<file path="config.mk">
export PLATFORM = sky130hd
export DESIGN_NAME = aes_sca_host
export DESIGN_NICKNAME = d
export VERILOG_FILES = /design/src/rtl/aes_sca_host.sv
export SDC_FILE = /design/constraint.sdc
export NUM_CORES = 1
export LEC_CHECK = 0
export BUFFER_PORTS_ARGS = -buffer_cell sky130_fd_sc_hd__buf_4
export CAP_MARGIN = 10
export CORE_UTILIZATION = 45
export DETAILED_ROUTE_END_ITERATION = 8
export PLACE_DENSITY = 0.69
export SETUP_SLACK_MARGIN = 0.5
export SLEW_MARGIN = 25
export SYNTH_ARGS = -nofsm -noshare
export SYNTH_HDL_FRONTEND = slang
export SYNTH_SLANG_ARGS = --single-unit
export TNS_END_PERCENT = 100
</file>
<file path="constraint.sdc">
create_clock -name i_clock -period 3.06 [get_ports i_clock]
set_input_delay 0.153 -clock i_clock [delete_from_list [all_inputs] [get_ports i_clock]]
set_output_delay 0.153 -clock i_clock [all_outputs]
set_load 0.03 [all_outputs]
</file>
<file path="src/rtl/aes_sca_host.sv">
// aes_sca_host: drives key/plaintext bytes into an AES chip, starts it, captures its 16 output bytes
module aes_sca_host #(
  parameter int FIRST_BYTE_DELAY = 33,
  parameter int DRAIN_TIMEOUT = 8
) (
  input  logic         i_clock,
  input  logic         i_reset,
  input  logic         i_go,
  input  logic [127:0] i_key,
  input  logic [127:0] i_plaintext,
  input  logic [7:0]   i_dut_byte_in,
  input  logic         i_dut_active,
  output logic         o_busy,
  output logic         o_done,
  output logic         o_error,
  output logic [127:0] o_result,
  output logic [7:0]   o_dut_byte,
  output logic         o_dut_key_strobe,
  output logic         o_dut_pt_strobe,
  output logic         o_dut_start
);
  localparam int DW = (DRAIN_TIMEOUT > 1) ? $clog2(DRAIN_TIMEOUT) : 1;
  typedef enum logic [3:0] {
    S_IDLE, S_LOAD_KEY, S_LOAD_PT, S_START, S_CHECK, S_WAIT_CAP, S_CAPTURE, S_DRAIN, S_DONE
  } state_t;
  state_t r_state, w_state;
  logic [1:0] r_ph, w_ph;
  logic [3:0] r_idx, w_idx;
  logic [5:0] r_cyc;
  logic [DW-1:0] r_drain;
  logic [127:0] r_key, r_pt, w_key, w_pt, w_sel, r_result;
  logic [7:0] w_byte, r_byte;
  logic w_to, w_load, r_busy, r_done, r_error, r_ks, r_ps, r_start;
  assign w_to = r_drain == DW'(DRAIN_TIMEOUT - 1);
  assign w_load = (w_state == S_LOAD_KEY) || (w_state == S_LOAD_PT);
  assign w_sel = (w_state == S_LOAD_KEY) ? w_key : w_pt;
  assign w_byte = 8'(w_sel >> {~w_idx, 3'b000});
  assign o_busy = r_busy;
  assign o_done = r_done;
  assign o_error = r_error;
  assign o_result = r_result;
  assign o_dut_byte = r_byte;
  assign o_dut_key_strobe = r_ks;
  assign o_dut_pt_strobe = r_ps;
  assign o_dut_start = r_start;
  // next state, byte phase and byte index; outputs are registered from these
  always_comb begin
    w_state = r_state;
    w_ph = r_ph;
    w_idx = r_idx;
    w_key = (r_state == S_IDLE && i_go) ? i_key : r_key;
    w_pt = (r_state == S_IDLE && i_go) ? i_plaintext : r_pt;
    case (r_state)
      S_IDLE: begin
        w_state = i_go ? S_LOAD_KEY : S_IDLE;
        w_ph = 2'd0;
        w_idx = 4'd0;
      end
      S_LOAD_KEY, S_LOAD_PT: begin
        w_ph = (r_ph == 2'd2) ? 2'd0 : r_ph + 2'd1;
        w_idx = (r_ph == 2'd2) ? r_idx + 4'd1 : r_idx;
        if (r_ph == 2'd2 && r_idx == 4'hF) w_state = (r_state == S_LOAD_KEY) ? S_LOAD_PT : S_START;
      end
      S_START: w_state = S_CHECK;
      S_CHECK: w_state = i_dut_active ? S_WAIT_CAP : S_DONE;
      S_WAIT_CAP: w_state = (r_cyc == 6'(FIRST_BYTE_DELAY - 1)) ? S_CAPTURE : S_WAIT_CAP;
      S_CAPTURE: begin
        w_idx = r_idx + 4'd1;
        w_state = (r_idx == 4'hF) ? S_DRAIN : S_CAPTURE;
      end
      S_DRAIN: w_state = (!i_dut_active || w_to) ? S_DONE : S_DRAIN;
      default: w_state = S_IDLE;
    endcase
  end
  // state, counters, latched operands and registered outputs
  always_ff @(posedge i_clock) begin
    if (i_reset) begin
      r_state <= S_IDLE;
      r_ph <= '0;
      r_idx <= '0;
      r_cyc <= '0;
      r_drain <= '0;
      r_key <= '0;
      r_pt <= '0;
      r_result <= '0;
      r_byte <= '0;
      r_busy <= 1'b0;
      r_done <= 1'b0;
      r_error <= 1'b0;
      r_ks <= 1'b0;
      r_ps <= 1'b0;
      r_start <= 1'b0;
    end else begin
      r_state <= w_state;
      r_ph <= w_ph;
      r_idx <= w_idx;
      r_key <= w_key;
      r_pt <= w_pt;
      r_cyc <= (w_state == S_START) ? '0 : r_cyc + 6'd1;
      r_drain <= (r_state == S_DRAIN) ? r_drain + DW'(1) : '0;
      if (r_state == S_IDLE && i_go) r_error <= 1'b0;
      else if ((r_state == S_CHECK && !i_dut_active) || (r_state == S_DRAIN && i_dut_active && w_to)) r_error <= 1'b1;
      if (r_state == S_CAPTURE) r_result <= {r_result[119:0], i_dut_byte_in};
      r_byte <= w_load ? w_byte : 8'h00;
      r_busy <= w_state != S_IDLE;
      r_done <= w_state == S_DONE;
      r_ks <= (w_state == S_LOAD_KEY) && (w_ph == 2'd1);
      r_ps <= (w_state == S_LOAD_PT) && (w_ph == 2'd1);
      r_start <= w_state == S_START;
    end
  end
endmodule
</file>
* Word-level counts from Yosys, hierarchy flattened
Index checks and enable logic that the tools add are counted.
** Operators by class
- Div/mod/pow operators :: 0
- Shifts and indexed selects :: 1
- Add/subtract/negate cells :: 4
- Bitwise logic cells :: 3
- Reductions and logical operators :: 18
- Equal/unequal tests :: 16
- Multipliers :: 0
- $lt $le $gt $ge :: 0
- Multiplexer cells :: 15
** Operators with widths (count)
- 128-bit 2-to-1 mux :: 3
- 128-bit by 7-bit right shift with 8-bit output :: 1
- 4-bit one-hot mux with 7 select lines :: 1
- 4-bit by 2-bit equality test with 1-bit output, second input constant :: 4
- 4-bit by 3-bit equality test with 1-bit output, second input constant :: 4
- 4-bit 2-to-1 mux :: 4
- 4-bit one-hot mux with 3 select lines :: 1
- 2-bit OR reduction :: 5
- 4-bit by 1-bit equality test with 1-bit output, second input constant :: 2
- 4-bit equality test, second input constant :: 2
- 1-bit logical AND :: 7
- 6-bit by 1-bit adder with 6-bit output, second input constant :: 1
- 6-bit equality test, second input constant :: 1
- 4-bit by 1-bit adder with 4-bit output, second input constant :: 1
- 4-bit zero test :: 1
- 2-bit 2-to-1 mux :: 2
- 4-bit inverter :: 1
- 2-bit one-hot mux with 2 select lines :: 1
- 4-bit nonzero test :: 1
- 3-bit by 1-bit adder with 3-bit output, second input constant :: 1
- 3-bit equality test, second input constant :: 1
- 1-bit logical OR :: 3
- 1-bit 2-to-1 mux :: 3
- 2-bit by 1-bit adder with 2-bit output, second input constant :: 1
- 4 further kinds :: 5
** Storage, ports and cells
- Bits in writable memories :: 0
- Bits in latches :: 0
- Input bits :: 268
- Register bits :: 417
- Memories :: 0
- Word-level logic and storage cells :: 72
- Bits in read-only memories :: 0

* Longest topological paths before layout
Gate-level depths: netlist (run 1).
- Depth after elaboration :: 8
- Gate-level depth with buffers :: 13

* Least setup slack after synthesis (run 1)
Ideal clock, no wire load.
- Path type :: register -> register
- Start point :: register r_ph[0]
- End point :: register r_byte[6] (netlist: o_dut_byte[6])
- Clock period less this slack :: 2433 ps
- Path buffers :: 3
- Setup time :: 122 ps
- Data arrival time :: 2312 ps
- Path slack :: 627 ps
- Cell stages (with the launch flop) :: 12
- Cell sequence :: dfxtp_1 buf_4 and4bb_1 a2111oi_4 o311a_1 buf_6 buf_8 mux2i_1 o221ai_1 o311ai_1 o22ai_1 a221o_1
** On the way
- Cells in the longest elaborated chain, start to end :: 8
- Elaborated cells between the ends (all ways) :: 14
** Ends and longest elaborated chain
- start: declaration :: RTL line 27 : logic [1:0] r_ph, w_ph;
- start signal: assignment :: RTL line 95 : r_ph <= w_ph;
- 2-bit equality test * :: RTL line 61, 62
- branches (longest 7 deep; another with 128-bit 2-to-1 mux)
- end signal: assignment :: RTL line 104 : r_byte <= w_load ? w_byte : 8'h00;
- end: declaration :: RTL line 32 : logic [7:0] w_byte, r_byte;
Every way passes the cells marked *.
A chain may end at the register's enable or synchronous reset.

* Worst setup path in the final report (run 1)
- Start point :: register r_idx[0]
- End point :: register r_byte[5] (netlist: o_dut_byte[5])
** On the way
- Cells in the longest elaborated chain, start to end :: 8
- Elaborated cells between the ends (all ways) :: 16
** Ends and longest elaborated chain
- start: declaration :: RTL line 28 : logic [3:0] r_idx, w_idx;
- start signal: assignment :: RTL line 96 : r_idx <= w_idx;
- branches (longest 8 deep; another with 128-bit 2-to-1 mux)
Several ways; the timed one is not identified.

==> results.yml, run 1 <==
timing:
  fin_crit_sh: 0.8773
  tightest_slew_ns: 1.062
  fmax_mhz: 372.5
  hold_violations: 0
  setup_viol: 0
  finalSetupTns_ns: 0
  finalClockSkew_ns: 0.02232
  post-route-min-period_ns: 2.685
  grt_setup_unrepaired: "yes"
  final_max_slew_viol_count: 0
  slew_headroom: 0.2918
drt:
  num_vias: 19610
  viasPerCell: 5.547
  route.detailed.drc: 0
  drtPass1Iterations: 6
  drt-wirelength-per-cell_um: 19.45
  drtAntennaViolNets: 0
  drt-initial-drc-count: 1671
  drt-total-wl_mm: 68.75
run:
  cap_violations: 0
floorplan:
  dieArea_um2: 39690
  die_h_um: 199.2
  io_pins: 410
  rows: 71
  core_um2: 37930
  start_util: 0.4615
  die_width_um: 199.2
logic_synthesis:
  yosys-top-cells-count: "nand2_1, dfxtp_1, a21oi_1, clkbuf_1, nand4_1"
  ys_warn_count: 0
  netlist_area_um2: 17510
  yosys-top-cells-area: "dfxtp_1, nand2_1, a21oi_1"
  synthDistinctLibCells: 69
  synth.avg_cell_area_um2: 7.478
  synth_most_common_cell: "nand2_1"
  synthDominantCellAreaShare: 0.4769
  syn_nets: 2614
  async_flop_share: 0
  yosys_most_used_dff: "dfxtp_1"
  synth-edff-count: 0
  synth_top_cell_by_area: "dfxtp_1"
  ys_ff_latch: 417
  yosysSeqAreaShare: 0.4769
  syn_inst: 2341
placement:
  dp_cells: 3135
  routabilityCongestion: 0.9932
  port_buffers: 409
  dp_hpwl_mm: 43.55
setup_path:
  start_kind: "flip-flop"
  critPathArrivalTime_ns: 3.16
  cp.required_ns: 3.53
  endpoint_kind: "flip-flop"
  startpoint: "r_idx[0]$_SDFF_PP0_"
  timing.rr.start: "r_idx[0]$_SDFF_PP0_"
  crit_chain: "nor4bb_4 > a2111oi_4 > o311a_4 > buf_12 > buf_8 > mux2_4 > nand4_1 > buf_4 > nand2_2 > nor2_1 > a211o_1"
  crit_slowest_cell: "o311a_4"
  crit_family: "compound AO/OA/AOI/OAI gates"
  worstSetupPathType: "flip-flop to flip-flop"
  crit_buf_inv: 3
  critPathMaxStageDelay_ns: 0.46
  cp_max_fo: 6
run_status:
  status: "completed"
pwr:
  peakVddDrop_mv: 0.4088
  internal_power_mw: 9.578
  p_switching_mw: 3.252
  p_leak_nw: 10.27
  p_clk_frac: 0.430
  p_sw_frac: 0.2535
  p_comb_frac: 0.122
  p_seq_frac: 0.448
  power_density_nw_per_um2: 490.1
finish:
  final_layout_size_suffix_gt1_frac: 0.2275
  areaGrowthSynthToFinish_pct: 49.55
  num-nets-final: 3258
  final_cells: 3535
cts:
  cts_tree: "done"
  clkTransAtPathRegs_ns: 0.06
  clock-sinks: 417
  cts-htree-levels: 2
  ctsRootBufferMaster: "clkbuf_16"
  numCtsBuffers: 44
  clockBufferDepth: 3
  insertion_delay_ns: 0.59
global_routing:
  antenna_found_initial: 3
  overflow: 0
  track_usage: 0.3312
  grt_pass1_wl_mm: 102.8
  grt_start_max_net_pins: 210
  grt_pass1_vias: 19040
hold_path:
  hold_start: "i_reset"
  hold_class: "input pin to flip-flop"
==> sequential cells by signal (all words and copies together) (netlist names), 2 cells and up <==
| signal | count |
|---|---|
| r_ph | 2 |
| o_result | 128 |
| r_key | 128 |
| r_drain | 3 |
| r_state | 4 |
| r_pt | 128 |
| r_cyc | 6 |
| o_dut_byte | 8 |
| r_idx | 4 |
==> final cells by class <==
cell class / instances / area [um2]
antenna: 4 / 10.01
clock buffer: 61 / 1275
clock inverter: 20 / 212.7
fill: 3013 / 11750
inverter: 7 / 26.28
multi-input combinational: 1733 / 8625
sequential: 417 / 8368
tap: 511 / 639.4
timing repair buffer: 782 / 7023
==> what timing repair did <==
action | CTS | global route
endpoints found under the setup margin | 8 | 8
hold buffers | 265 | 0
hold endpoints to repair | 266 | 0
cloned | 5 | 6
gates resized for setup | 43 | 41
buffers inserted | 25 | 14
pin swaps | 36 | 29
==> worst paths after layout <==
kind | cells past startpoint | slack (ns) | endpoint
min reg2reg | 1 | 0.44 | r_drain[0]$_SDFF_PP0_
max | 11 | 0.38 | o_dut_byte[5]$_SDFF_PP0_
max reg2reg | 11 | 0.38 | o_dut_byte[5]$_SDFF_PP0_
min | 2 | 0.04 | o_result[33]$_SDFFE_PP0N_
==> cell families after synthesis <==
group	synth area share
AOI/OAI and AO/OA	0.1810
xor gates and xnor gates	0.002002
adders and majority gates	0.003574
buffers and inverters	0.04853
DFF	0.4769
muxes	0.02159
and+or+nand+nor	0.2665
==> per-layer routing <==
layer	track usage	part of all wire	vias up
met5	0	0	-
met4	0.1755	0.049	0
li1	-	-	9206
met1	0.4078	0.40	9303
met2	0.5430	0.47	895
met3	0.06869	0.080	203
==> cell usage in the layout (no fill, tap or decap), types with 24 or more instances in the layout <==
cell type,instances
a21oi_1,408
buf_4,472
clkbuf_16,49
dfxtp_1,411
dlygate4sd3_1,265
nand2_1,911
nand4_1,70
nor2_1,62
o211ai_1,24
o21ai_0,24
==> power by group through the flow <==
stage                     clock network (mW)  registers, mW  logic (mW)
after floorplan                            0           5.84       0.617
after global placement                     0           5.86        1.17
after detailed placement                   0           5.86        1.19
after CTS                               5.56           5.74        1.51
after global routing                    5.78           5.76        1.68
final                                   5.51           5.75        1.57
==> metrics by stage <==
step	power [mW]	util	worst slack [ns]	hold WS (ns)	area [um2]
2_1_floorplan	6.452	-	0.6266	0.2890	17510
3_3_place_gp	7.034	0.5575	0.2084	0.3992	21150
3_5_place_dp	7.056	0.5575	0.1843	0.4107	21150
4_1_cts	12.81	0.6789	0.4404	0.03746	25750
5_1_grt	13.22	0.6900	0.2541	0.07883	26170
6_report	12.83	0.6901	0.3753	0.04467	26180
(Power assumes the default switching activity.)
==> run 2, diff against run 1 <==
==> constraint.sdc (replaced) <==
create_clock -name i_clock -period 2.7 [get_ports i_clock]
set_input_delay 0.135 -clock i_clock [delete_from_list [all_inputs] [get_ports i_clock]]
set_output_delay 0.135 -clock i_clock [all_outputs]
set_load 0.03 [all_outputs]
==> results.yml, run 2 (synthesized netlist as in run 1, its figures left out) <==
finish:
  final_cell_area_um2: 26680
  areaGrowthSynthToFinish_pct: 52.43
  layout_common_cells: "nand2_1, buf_4, dfxtp_1"
  num-nets-final: 3312
  final_common_cell: "nand2_1"
  final_cells: 3585
  final_layout_size_suffix_gt1_frac: 0.2368
pwr:
  p_clk_frac: 0.431
  p_sw_frac: 0.2465
  p_leak_nw: 10.60
  p_switching_mw: 3.610
  internal_power_mw: 11.04
  power_density_nw_per_um2: 548.8
  p_comb_frac: 0.124
  peakVddDrop_mv: 0.4925
  p_seq_frac: 0.445
setup_path:
  critPathMaxStageDelay_ns: 0.36
  crit_chain: "nor4bb_4 > a2111oi_4 > buf_4 > o311ai_4 > buf_12 > mux2_4 > nand4_1 > nand4_1 > nor2_1 > a211o_1"
  cp.required_ns: 3.23
  cp_max_fo: 7
  start_kind: "flip-flop"
  timing.rr.start: "r_ph[0]$_SDFF_PP0_"
  startpoint: "r_ph[0]$_SDFF_PP0_"
  critPathMostFrequentCell: "nand4_1"
  critPathArrivalTime_ns: 3.21
  endpoint_kind: "flip-flop"
  worstSetupPathType: "flip-flop to flip-flop"
  crit_slowest_cell: "dfxtp_4"
drt:
  highest_layer: "met5"
  drt-total-wl_mm: 69.14
  num_vias: 19730
  route.detailed.drc: 0
  met1_length_mm: 27.10
  viasPerCell: 5.504
  dr_wl_met2_mm: 33.15
  drt-initial-drc-count: 1463
  route.met3.wl_mm: 5.897
  drtAntennaViolNets: 0
  drt-wirelength-per-cell_um: 19.28
  drtPass1Iterations: 6
floorplan:
  io_pins: 410
  dieArea_um2: 39690
  start_util: 0.4615
  die_width_um: 199.2
  die_h_um: 199.2
  core_um2: 37930
  rows: 71
global_routing:
  grt_pass1_vias: 19060
  track_usage: 0.3291
  grt_start_max_net_pins: 193
  overflow: 0
  antenna_found_initial: 5
  grt_pass1_wl_mm: 101.9
cts:
  insertion_delay_ns: 0.58
  ctsRootBufferMaster: "clkbuf_16"
  clkTransAtPathRegs_ns: 0.06
  clockBufferDepth: 3
  clock-sinks: 417
  cts-htree-levels: 2
  numCtsBuffers: 45
  cts_tree: "done"
timing:
  slew_headroom: 0.2460
  grt_setup_unrepaired: "yes"
  fin_crit_sh: 0.9936
  hold_slack_ns: 0.1744
  setup_viol: 0
  tightest_slew_ns: 1.131
  final_max_slew_viol_count: 0
  fmax_mhz: 372.8
  post-route-min-period_ns: 2.683
  hold_violations: 0
  finalSetupTns_ns: 0
  finalClockSkew_ns: 0.01473
  fin_ws_ns: 0.01740
hold_path:
  hold_class: "input pin to flip-flop"
  hold_start: "i_go"
placement:
  dp_hpwl_mm: 45.08
  dpl-instance-area_um2: 21540
  place_ws_ns: -0.1138
  dp_cells: 3184
  routabilityCongestion: 0.9863
  port_buffers: 409
run:
  cap_violations: 0
run_status:
  status: "completed"
-- run 2: cell types whose count changed in the layout (fill, tap and decap cells not counted), moves of 4 or more --
cell,previous run,this run
buf_4,472,523
buf_6,10,6
nand2_1,911,917
clkinv_2,11,2
nand2_2,6,2
nor2_2,4,8
clkbuf_1,6,11
mux2_2,15,10
-- run 2: critical path: cells and delay by family, from the launching register on --
kind	cells	cell delay [ns]
AND/OR/NAND/NOR	4	1.07
AO/OA/AOI/OAI	3	0.57
flip-flops	1	0.36
buffers and inverters	2	0.34
multiplexers	1	0.29
-- run 2: final cells by class --
| class | instances | area (um2) |
|---|---|---|
| Tap cell | 511 | 639.4 |
| Sequential cell | 417 | 8364 |
| Clock inverter | 11 | 182.7 |
| Timing Repair Buffer | 836 | 7542 |
| Antenna cell | 4 | 10.01 |
| Clock buffer | 67 | 1319 |
| Multi-Input combinational cell | 1732 | 8600 |
| Inverter | 7 | 26.28 |
| Fill cell | 2974 | 11250 |
-- run 2: path summary, 6_finish.rpt --
kind / endpoint / slack, ns / depth (start not counted)
min reg2reg: r_drain[0]$_SDFF_PP0_ / 0.45 / 1
max: o_dut_byte[3]$_SDFF_PP0_ / 0.02 / 10
min: r_pt[122]$_SDFF_PP0_ / 0.17 / 4
max reg2reg: o_dut_byte[3]$_SDFF_PP0_ / 0.02 / 10
-- run 2: power by group through the flow --
stage,Clock (mW),Sequential (mW),Combinational [mW]
final,6.32,6.52,1.81
after floorplan,0,6.61,0.700
after detailed placement,0,6.65,1.37
after CTS,6.38,6.51,1.73
after global routing,6.61,6.53,1.93
after global placement,0,6.64,1.35
-- run 2: what timing repair did --
action,in CTS,in global routing
gates cloned,5,6
hold buffers,266,0
buffers inserted,22,20
pin swaps,45,40
resized for setup,38,38
hold endpoints to repair,271,0
endpoints found under the setup margin,8,29
-- run 2: through the flow --
stage | power (mW) | utilization
finish | 14.64 | 0.7034
global route | 15.08 | 0.7034
CTS | 14.63 | 0.6915
detailed placement | 8.012 | 0.5678
global placement | 7.986 | 0.5678
floorplan | 7.315 | -
-- run 2: per-layer routing --
metal	track usage	vias up
met4	0.1519	4
met1	0.3957	9346
met3	0.07241	190
li1	-	9303
met5	0	-
met2	0.5583	890
